==> config.mk <==
export PLATFORM = sky130hd
export DESIGN_NAME = issue_queue_flat
export DESIGN_NICKNAME = d
export VERILOG_FILES = /design/src/rtl/issue_queue_if.sv /design/src/rtl/issue_queue.sv /design/src/flat_wrapper.sv
export SDC_FILE = /design/constraint.sdc
export NUM_CORES = 2
export LEC_CHECK = 0
export BUFFER_PORTS_ARGS = -buffer_cell sky130_fd_sc_hd__buf_2
export CORE_ASPECT_RATIO = 1.5
export CORE_MARGIN = 4
export CORE_UTILIZATION = 43
export CTS_BUF_LIST = sky130_fd_sc_hd__clkbuf_4 sky130_fd_sc_hd__clkbuf_8
export CTS_CLUSTER_SIZE = 10
export DETAILED_ROUTE_END_ITERATION = 10
export PLACE_DENSITY_LB_ADDON = 0.2
export SLEW_MARGIN = 40
export SYNTH_ARGS = -nofsm -noshare
export SYNTH_HDL_FRONTEND = slang
export SYNTH_SLANG_ARGS = --single-unit
==> constraint.sdc <==
create_clock -name clk -period 4.2 [get_ports clk]
set_clock_uncertainty 0.2 [all_clocks]
set_input_delay 1.26 -clock clk [delete_from_list [all_inputs] [get_ports clk]]
set_output_delay 1.26 -clock clk [all_outputs]
set_load 0.02 [all_outputs]
==> src/rtl/issue_queue_if.sv <==
// Issue queue bus: flush, dispatch, CDB writeback and issue handshakes plus occupancy.
// master = dispatch/writeback/execute side, slave = the queue itself.
interface issue_queue_if #(
  parameter int unsigned DATA      = 32,
  parameter int unsigned DEPTH     = 8,
  parameter int unsigned ROB_DEPTH = 32,
  parameter int unsigned CMD       = 16
);
  localparam int unsigned TAG  = $clog2(ROB_DEPTH);
  localparam int unsigned CNTW = $clog2(DEPTH + 1);

  logic            flush;
  logic            disp_valid;
  logic            disp_ready;
  logic [TAG-1:0]  disp_tag;
  logic [CMD-1:0]  disp_cmd;
  logic [2:0]      disp_unit;
  logic            disp_src1_rdy;
  logic [TAG-1:0]  disp_src1_tag;
  logic [DATA-1:0] disp_src1_data;
  logic            disp_src2_rdy;
  logic [TAG-1:0]  disp_src2_tag;
  logic [DATA-1:0] disp_src2_data;
  logic            wb_valid;
  logic [TAG-1:0]  wb_tag;
  logic [DATA-1:0] wb_data;
  logic            iss_valid;
  logic            iss_ready;
  logic [TAG-1:0]  iss_tag;
  logic [CMD-1:0]  iss_cmd;
  logic [2:0]      iss_unit;
  logic [DATA-1:0] iss_data1;
  logic [DATA-1:0] iss_data2;
  logic [CNTW-1:0] count;

  modport master (
    output flush, disp_valid, disp_tag, disp_cmd, disp_unit,
           disp_src1_rdy, disp_src1_tag, disp_src1_data,
           disp_src2_rdy, disp_src2_tag, disp_src2_data,
           wb_valid, wb_tag, wb_data, iss_ready,
    input  disp_ready, iss_valid, iss_tag, iss_cmd, iss_unit,
           iss_data1, iss_data2, count
  );

  modport slave (
    input  flush, disp_valid, disp_tag, disp_cmd, disp_unit,
           disp_src1_rdy, disp_src1_tag, disp_src1_data,
           disp_src2_rdy, disp_src2_tag, disp_src2_data,
           wb_valid, wb_tag, wb_data, iss_ready,
    output disp_ready, iss_valid, iss_tag, iss_cmd, iss_unit,
           iss_data1, iss_data2, count
  );
endinterface

==> src/rtl/issue_queue.sv <==
// Compacting out-of-order issue queue: entry 0 is oldest, the oldest ready entry
// issues, CDB writebacks wake pending sources (including entries being shifted
// and entries being dispatched in the same cycle).
// Optional macro ISSUE_QUEUE_WAKEUP_BYPASS_EN: an entry woken by the CDB becomes
// selectable in the same cycle with its operand forwarded from wb_data. Without
// it, selection and issue data come purely from stored state.
module issue_queue #(
  parameter int unsigned DATA      = 32,
  parameter int unsigned DEPTH     = 8,
  parameter int unsigned ROB_DEPTH = 32,
  parameter int unsigned CMD       = 16
) (
  input logic         clk,
  input logic         reset,
  issue_queue_if.slave bus
);
  localparam int unsigned TAG  = $clog2(ROB_DEPTH);
  localparam int unsigned IDXW = $clog2(DEPTH);
  localparam int unsigned CNTW = $clog2(DEPTH + 1);

  typedef struct packed {
    logic [TAG-1:0]  tag;
    logic [CMD-1:0]  cmd;
    logic [2:0]      unit;
    logic            r1;
    logic [TAG-1:0]  t1;
    logic [DATA-1:0] d1;
    logic            r2;
    logic [TAG-1:0]  t2;
    logic [DATA-1:0] d2;
  } entry_t;

  entry_t          ent_q [DEPTH];
  entry_t          ent_d [DEPTH];
  entry_t          woke  [DEPTH];
  entry_t          new_ent;
  entry_t          sel_ent;
  logic [CNTW-1:0] count_q, count_d;
  logic [CNTW-1:0] wr_idx;
  logic [DEPTH-1:0] rdy;
  logic [IDXW-1:0] sel;
  logic            any_rdy;
  logic            iss_valid_c;
  logic            disp_ready_c;
  logic            iss_fire;
  logic            disp_fire;
  logic            m1, m2;

  // CDB wakeup applied to every occupied entry
  always_comb begin
    for (int i = 0; i < int'(DEPTH); i++) begin
      woke[i] = ent_q[i];
      if (bus.wb_valid && (CNTW'(i) < count_q)) begin
        if (!ent_q[i].r1 && (ent_q[i].t1 == bus.wb_tag)) begin
          woke[i].r1 = 1'b1;
          woke[i].d1 = bus.wb_data;
        end
        if (!ent_q[i].r2 && (ent_q[i].t2 == bus.wb_tag)) begin
          woke[i].r2 = 1'b1;
          woke[i].d2 = bus.wb_data;
        end
      end
    end
  end

  // Oldest-ready selection
  always_comb begin
    rdy = '0;
    sel = '0;
    for (int i = 0; i < int'(DEPTH); i++) begin
`ifdef ISSUE_QUEUE_WAKEUP_BYPASS_EN
      rdy[i] = (CNTW'(i) < count_q) && woke[i].r1 && woke[i].r2;
`else
      rdy[i] = (CNTW'(i) < count_q) && ent_q[i].r1 && ent_q[i].r2;
`endif
    end
    for (int i = int'(DEPTH) - 1; i >= 0; i--) begin
      if (rdy[i]) sel = IDXW'(i);
    end
    any_rdy = |rdy;
  end

  assign iss_valid_c  = any_rdy && !bus.flush && !reset;
  assign disp_ready_c = reset || (count_q < CNTW'(DEPTH));
  assign iss_fire     = iss_valid_c && bus.iss_ready;
  assign disp_fire    = bus.disp_valid && disp_ready_c && !bus.flush && !reset;

  // Issue payload, zero whenever nothing is offered
  always_comb begin
`ifdef ISSUE_QUEUE_WAKEUP_BYPASS_EN
    sel_ent = woke[sel];
`else
    sel_ent = ent_q[sel];
`endif
    if (!iss_valid_c) sel_ent = '0;
  end

  assign bus.iss_valid  = iss_valid_c;
  assign bus.disp_ready = disp_ready_c;
  assign bus.iss_tag    = sel_ent.tag;
  assign bus.iss_cmd    = sel_ent.cmd;
  assign bus.iss_unit   = sel_ent.unit;
  assign bus.iss_data1  = sel_ent.d1;
  assign bus.iss_data2  = sel_ent.d2;
  assign bus.count      = count_q;

  // Incoming entry with same-cycle CDB bypass on pending sources
  always_comb begin
    m1 = !bus.disp_src1_rdy && bus.wb_valid && (bus.disp_src1_tag == bus.wb_tag);
    m2 = !bus.disp_src2_rdy && bus.wb_valid && (bus.disp_src2_tag == bus.wb_tag);
    new_ent      = '0;
    new_ent.tag  = bus.disp_tag;
    new_ent.cmd  = bus.disp_cmd;
    new_ent.unit = bus.disp_unit;
    new_ent.r1   = bus.disp_src1_rdy || m1;
    new_ent.t1   = bus.disp_src1_tag;
    new_ent.d1   = m1 ? bus.wb_data : bus.disp_src1_data;
    new_ent.r2   = bus.disp_src2_rdy || m2;
    new_ent.t2   = bus.disp_src2_tag;
    new_ent.d2   = m2 ? bus.wb_data : bus.disp_src2_data;
  end

  // Next state: compaction on issue, append on dispatch, flush clears occupancy
  always_comb begin
    wr_idx = count_q - CNTW'(iss_fire);
    for (int i = 0; i < int'(DEPTH) - 1; i++) begin
      ent_d[i] = (iss_fire && (IDXW'(i) >= sel)) ? woke[i + 1] : woke[i];
    end
    ent_d[DEPTH-1] = woke[DEPTH-1];
    for (int i = 0; i < int'(DEPTH); i++) begin
      if (disp_fire && (CNTW'(i) == wr_idx)) ent_d[i] = new_ent;
    end
    count_d = count_q + CNTW'(disp_fire) - CNTW'(iss_fire);
    if (bus.flush) count_d = '0;
  end

  // State registers with synchronous reset
  always_ff @(posedge clk) begin
    if (reset) begin
      count_q <= '0;
      for (int i = 0; i < int'(DEPTH); i++) ent_q[i] <= '0;
    end else begin
      count_q <= count_d;
      for (int i = 0; i < int'(DEPTH); i++) ent_q[i] <= ent_d[i];
    end
  end
endmodule

==> src/flat_wrapper.sv <==
// flat-port wrapper written by rule: the top's interface ports become plain ports
module issue_queue_flat 
#(
  parameter int unsigned DATA      = 32,
  parameter int unsigned DEPTH     = 8,
  parameter int unsigned ROB_DEPTH = 32,
  parameter int unsigned CMD       = 16
)
  (clk, reset, bus_flush, bus_disp_valid, bus_disp_tag, bus_disp_cmd, bus_disp_unit, bus_disp_src1_rdy, bus_disp_src1_tag, bus_disp_src1_data, bus_disp_src2_rdy, bus_disp_src2_tag, bus_disp_src2_data, bus_wb_valid, bus_wb_tag, bus_wb_data, bus_iss_ready, bus_disp_ready, bus_iss_valid, bus_iss_tag, bus_iss_cmd, bus_iss_unit, bus_iss_data1, bus_iss_data2, bus_count);
  issue_queue_if #(.DATA(DATA), .DEPTH(DEPTH), .ROB_DEPTH(ROB_DEPTH), .CMD(CMD)) bus_i ();
  input logic clk;
  input logic reset;
  input wire logic [$bits(bus_i.flush)-1:0] bus_flush;
  input wire logic [$bits(bus_i.disp_valid)-1:0] bus_disp_valid;
  input wire logic [$bits(bus_i.disp_tag)-1:0] bus_disp_tag;
  input wire logic [$bits(bus_i.disp_cmd)-1:0] bus_disp_cmd;
  input wire logic [$bits(bus_i.disp_unit)-1:0] bus_disp_unit;
  input wire logic [$bits(bus_i.disp_src1_rdy)-1:0] bus_disp_src1_rdy;
  input wire logic [$bits(bus_i.disp_src1_tag)-1:0] bus_disp_src1_tag;
  input wire logic [$bits(bus_i.disp_src1_data)-1:0] bus_disp_src1_data;
  input wire logic [$bits(bus_i.disp_src2_rdy)-1:0] bus_disp_src2_rdy;
  input wire logic [$bits(bus_i.disp_src2_tag)-1:0] bus_disp_src2_tag;
  input wire logic [$bits(bus_i.disp_src2_data)-1:0] bus_disp_src2_data;
  input wire logic [$bits(bus_i.wb_valid)-1:0] bus_wb_valid;
  input wire logic [$bits(bus_i.wb_tag)-1:0] bus_wb_tag;
  input wire logic [$bits(bus_i.wb_data)-1:0] bus_wb_data;
  input wire logic [$bits(bus_i.iss_ready)-1:0] bus_iss_ready;
  output wire logic [$bits(bus_i.disp_ready)-1:0] bus_disp_ready;
  output wire logic [$bits(bus_i.iss_valid)-1:0] bus_iss_valid;
  output wire logic [$bits(bus_i.iss_tag)-1:0] bus_iss_tag;
  output wire logic [$bits(bus_i.iss_cmd)-1:0] bus_iss_cmd;
  output wire logic [$bits(bus_i.iss_unit)-1:0] bus_iss_unit;
  output wire logic [$bits(bus_i.iss_data1)-1:0] bus_iss_data1;
  output wire logic [$bits(bus_i.iss_data2)-1:0] bus_iss_data2;
  output wire logic [$bits(bus_i.count)-1:0] bus_count;
  assign bus_i.flush = bus_flush;
  assign bus_i.disp_valid = bus_disp_valid;
  assign bus_i.disp_tag = bus_disp_tag;
  assign bus_i.disp_cmd = bus_disp_cmd;
  assign bus_i.disp_unit = bus_disp_unit;
  assign bus_i.disp_src1_rdy = bus_disp_src1_rdy;
  assign bus_i.disp_src1_tag = bus_disp_src1_tag;
  assign bus_i.disp_src1_data = bus_disp_src1_data;
  assign bus_i.disp_src2_rdy = bus_disp_src2_rdy;
  assign bus_i.disp_src2_tag = bus_disp_src2_tag;
  assign bus_i.disp_src2_data = bus_disp_src2_data;
  assign bus_i.wb_valid = bus_wb_valid;
  assign bus_i.wb_tag = bus_wb_tag;
  assign bus_i.wb_data = bus_wb_data;
  assign bus_i.iss_ready = bus_iss_ready;
  assign bus_disp_ready = bus_i.disp_ready;
  assign bus_iss_valid = bus_i.iss_valid;
  assign bus_iss_tag = bus_i.iss_tag;
  assign bus_iss_cmd = bus_i.iss_cmd;
  assign bus_iss_unit = bus_i.iss_unit;
  assign bus_iss_data1 = bus_i.iss_data1;
  assign bus_iss_data2 = bus_i.iss_data2;
  assign bus_count = bus_i.count;
  issue_queue #(.DATA(DATA), .DEPTH(DEPTH), .ROB_DEPTH(ROB_DEPTH), .CMD(CMD)) u_core (.clk(clk), .reset(reset), .bus(bus_i));
endmodule
==> qor.log <==
qor: sta.hold_viol_final 0
qor: clock_network.cts-buffers-inserted 137
qor: global_routing.grt_usage 0.364
qor: logic_synthesis.ys.warnings.count 0
qor: clock_network.clock-root-buffer clkbuf_8
qor: logic_synthesis.post-synth-top-area-fraction 0.351
qor: drt.met2RoutedLength 99400 um
qor: worst_setup_path.timing.critical_path.to_type primary output
qor: clock_network.ctsHoldBuffers 0
qor: clock_network.clock-sinks 804
qor: sta.setup_repair_after_global_routing_missed_its_margin true
qor: drt.post-route-drc-count 0
qor: sta.timing.final.crit_period 5.19 ns
qor: worst_setup_path.cp_data_required_time 2.74 ns
qor: logic_synthesis.synth.avg_cell_area 7.83 um^2
qor: logic_synthesis.synth_edf_count 0
qor: sta.setup_violating_endpoint_count_in_the_final_report 89
qor: worst_setup_path.path_cells inv_4 -> ha_4 -> nor3b_4 -> or3_4 -> a311o_1 -> a311o_2 -> buf_12 -> buf_16 -> a21o_1 -> nand4b_1 -> buf_4
qor: cells_and_area.layout.cell_area.non_filler 0.0574 mm^2
qor: clock_network.cts_tree done
qor: logic_synthesis.synth.area.top_cells dfxtp_1 (35%), a221oi_1 (7.3%), nand2_1 (6.9%)
qor: run_status.outcome finished, violations left
qor: drt.detailroute.via_count 52.3k
qor: drt.wire_per_inst 29.1 um
qor: worst_setup_path.category_of_the_worst_setup_path_launch_point flop
qor: placement.io_buffers 236
qor: floorplanning.core_region_area 0.106 mm^2
qor: logic_synthesis.synth_async_reset_ratio 0
qor: drt.drt_wl_total 219000 um
qor: global_routing.grt_pass1_vias 50.2k
qor: cells_and_area.post_route_cells_drive_above_1_share 0.191
qor: placement.detailed_place.area 0.0517 mm^2
qor: worst_hold_path.min-delay-path-class reg -> reg
qor: worst_setup_path.path_class reg -> out
qor: logic_synthesis.post_synth_instance_area 0.0459 mm^2
qor: logic_synthesis.synth_cells 5864
qor: power_and_ir_drop.power.density_cell_area 292 mW/mm^2
qor: sta.final_max_slew_viol_count 0
qor: global_routing.number_of_antenna_violations_at_the_first_check_in_global_routing 15
qor: power_and_ir_drop.vdd_drop_max 301 uV
qor: floorplanning.i_o_pin_cnt 237
qor: floorplanning.dieArea 0.112 mm^2
qor: logic_synthesis.synth.distinct_cells 74
qor: cells_and_area.syn2layout_area_growth 24.9%
qor: sta.maxSlewHeadroom 0.424
qor: placement.gp_routability_congestion 0.942
qor: floorplanning.placementRows 146
qor: logic_synthesis.ys_seq_area_frac 0.351
qor: clock_network.ctsHtreeMaxLevel 4
qor: power_and_ir_drop.leakagePower 19.9 nW
qor: placement.place.detailed.hpwl 127000 um
qor: worst_setup_path.critical-path-slowest-cell a311o_2
qor: drt.met3_length 23200 um
qor: clock_network.clkTransAtPathRegs 0.06 ns
qor: worst_setup_path.critical_path.n_buffers_inverters 4
qor: worst_setup_path.slowest_delay 0.42 ns
qor: logic_synthesis.synth_top_flop_cell dfxtp_1
qor: floorplanning.die_height 408 um
qor: logic_synthesis.synth.ff_latch_count 804
qor: drt.via_per_inst 6.94
qor: cells_and_area.instances_no_fill 7543
qor: power_and_ir_drop.total_power 0.0168 W
qor: drt.first_iter_violations 7320
qor: logic_synthesis.syn_nets 6019
qor: worst_setup_path.timing.critical_path.max_delay_family compound AO/OA/AOI/OAI gates
qor: worst_setup_path.worst-path-max-fanout 6
qor: floorplanning.initial_utilization 0.434
qor: drt.drt_first_pass_iters 8
qor: logic_synthesis.post-synth-top-area-cell dfxtp_1
qor: sta.max_slew.worst_pin.slew 0.864 ns
qor: global_routing.grt_pass1_wl 317000 um
qor: floorplanning.die_w 275 um
qor: run_status.failing_checks negative setup slack
qor: run.maxCapViolCount 0
qor: sta.fin_crit_sh 1.24
qor: clock_network.insertion_delay 0.86 ns
qor: placement.numPlacedInstances 7197
qor: worst_setup_path.timing.critical_path.arrival 3.73 ns
qor: drt.detail_route.wirelength.met1 78600 um
qor: global_routing.grt_start_max_net_pins 131
qor: sta.final_critical_path_setup_slack -0.994 ns
qor: sta.timing.fmax 193 MHz
qor: global_routing.gr-total-overflow 0
qor: cells_and_area.finalNetCount 6173
qor: drt.drt.antenna.violating_nets 0
qor: clock_network.cts_max_path_buffers 3
qor: drt.maxUsedRoutingLayer met5
qor: sta.finalSetupTns -75.36 ns
-- synth_stat cells, types with 16 or more instances --
library cell	n
nand2_1	848
dfxtp_1	804
clkbuf_1	575
nor2_1	447
a221oi_1	384
nand3_1	379
o21ai_0	350
a21o_1	264
mux2i_1	221
a21oi_1	210
a211oi_1	160
a311oi_1	148
o22ai_1	144
buf_2	133
o32ai_1	112
nand4b_1	93
o221ai_1	81
a32o_1	66
and3_1	64
o31ai_1	54
xor2_1	54
xnor2_1	38
nand2b_1	26
buf_1	25
nor3_1	21
nor4_1	16
-- stage by stage --
step | util | hold WS (ns) | setup WS, ns
4_1_cts | 0.530 | 0.269 | -0.968
6_report | 0.542 | 0.271 | -0.994
5_1_grt | 0.542 | 0.285 | -1.02
2_1_floorplan | - | 0.242 | -0.0767
3_3_place_gp | 0.488 | 0.247 | -0.317
3_5_place_dp | 0.489 | 0.253 | -0.314
-- worst paths after layout --
check,endpoint,depth (start not counted),slack [ns],from
worst min register to register,u_core.ent_q[0][47],1,0.27,u_core.ent_q[0][47]
worst max-delay path,bus_iss_data1[6],11,-0.99,u_core.bus.count[3]
worst max register to register,u_core.ent_q[5][63],18,0.07,u_core.bus.count[2]
worst min-delay path,u_core.ent_q[0][47],1,0.27,u_core.ent_q[0][47]
-- cell usage in the layout, fill, tap and decap left out, types with 167 or more instances in the layout --
cell      count
nand2_1     846
buf_4       323
a21oi_1     184
nand3_1     363
o21ai_0     251
a221oi_1    384
a21o_1      264
buf_12      167
nor2_1      435
dfxtp_1     801
clkbuf_8    179
mux2i_1     220
-- flip-flops by register name (all words and copies together), names as in the netlist --
signal,cells
u_core.ent_q,800
u_core.bus.count,4
-- logic make-up after synthesis --
kind of cell / after synthesis / share of synthesized area
AND/OR/NAND/NOR: 1941 / 0.190
flip-flops: 804 / 0.351
multiplexers: 230 / 0.0504
buffers and inverters: 765 / 0.0682
AO/OA/AOI/OAI: 2020 / 0.320
adder cells (fa/ha/maj): 12 / 0.00343
XOR/XNOR: 92 / 0.0175
-- metal layers --
metal,GRT usage,vias to the layer above
met1,0.431,25234
met2,0.580,3673
met4,0.251,6
met5,0,-
met3,0.0890,997
li1,-,22428
-- power by group --
part | switching, W | leakage (nW) | internal, W | total [W]
sequential | 0.0000325 | 6.48 | 0.00767 | 0.00771
combinational | 0.000724 | 11.8 | 0.000301 | 0.00102
clock | 0.00358 | 1.62 | 0.00445 | 0.00803
total | 0.00434 | 19.9 | 0.0124 | 0.0168
-- cell type report --
class | instances | area (um^2)
Antenna cell | 11 | 27.5
Clock buffer | 229 | 2840
Clock inverter | 18 | 189
Fill cell | 9712 | 48400
Inverter | 14 | 57.6
Multi-Input combinational cell | 4296 | 27600
Sequential cell | 804 | 16100
Tap cell | 1406 | 1760
Timing Repair Buffer | 765 | 8830
-- what timing repair did --
| item | 4_1_cts | 5_1_grt |
|---|---|---|
| endpoints found under the setup margin | 103 | 232 |
| buffers inserted | 24 | 19 |
| cloned | 21 | 29 |
| gates resized for setup | 170 | 217 |
| pin swaps | 44 | 124 |
No activity file was read; power rests on OpenSTA's default activity.
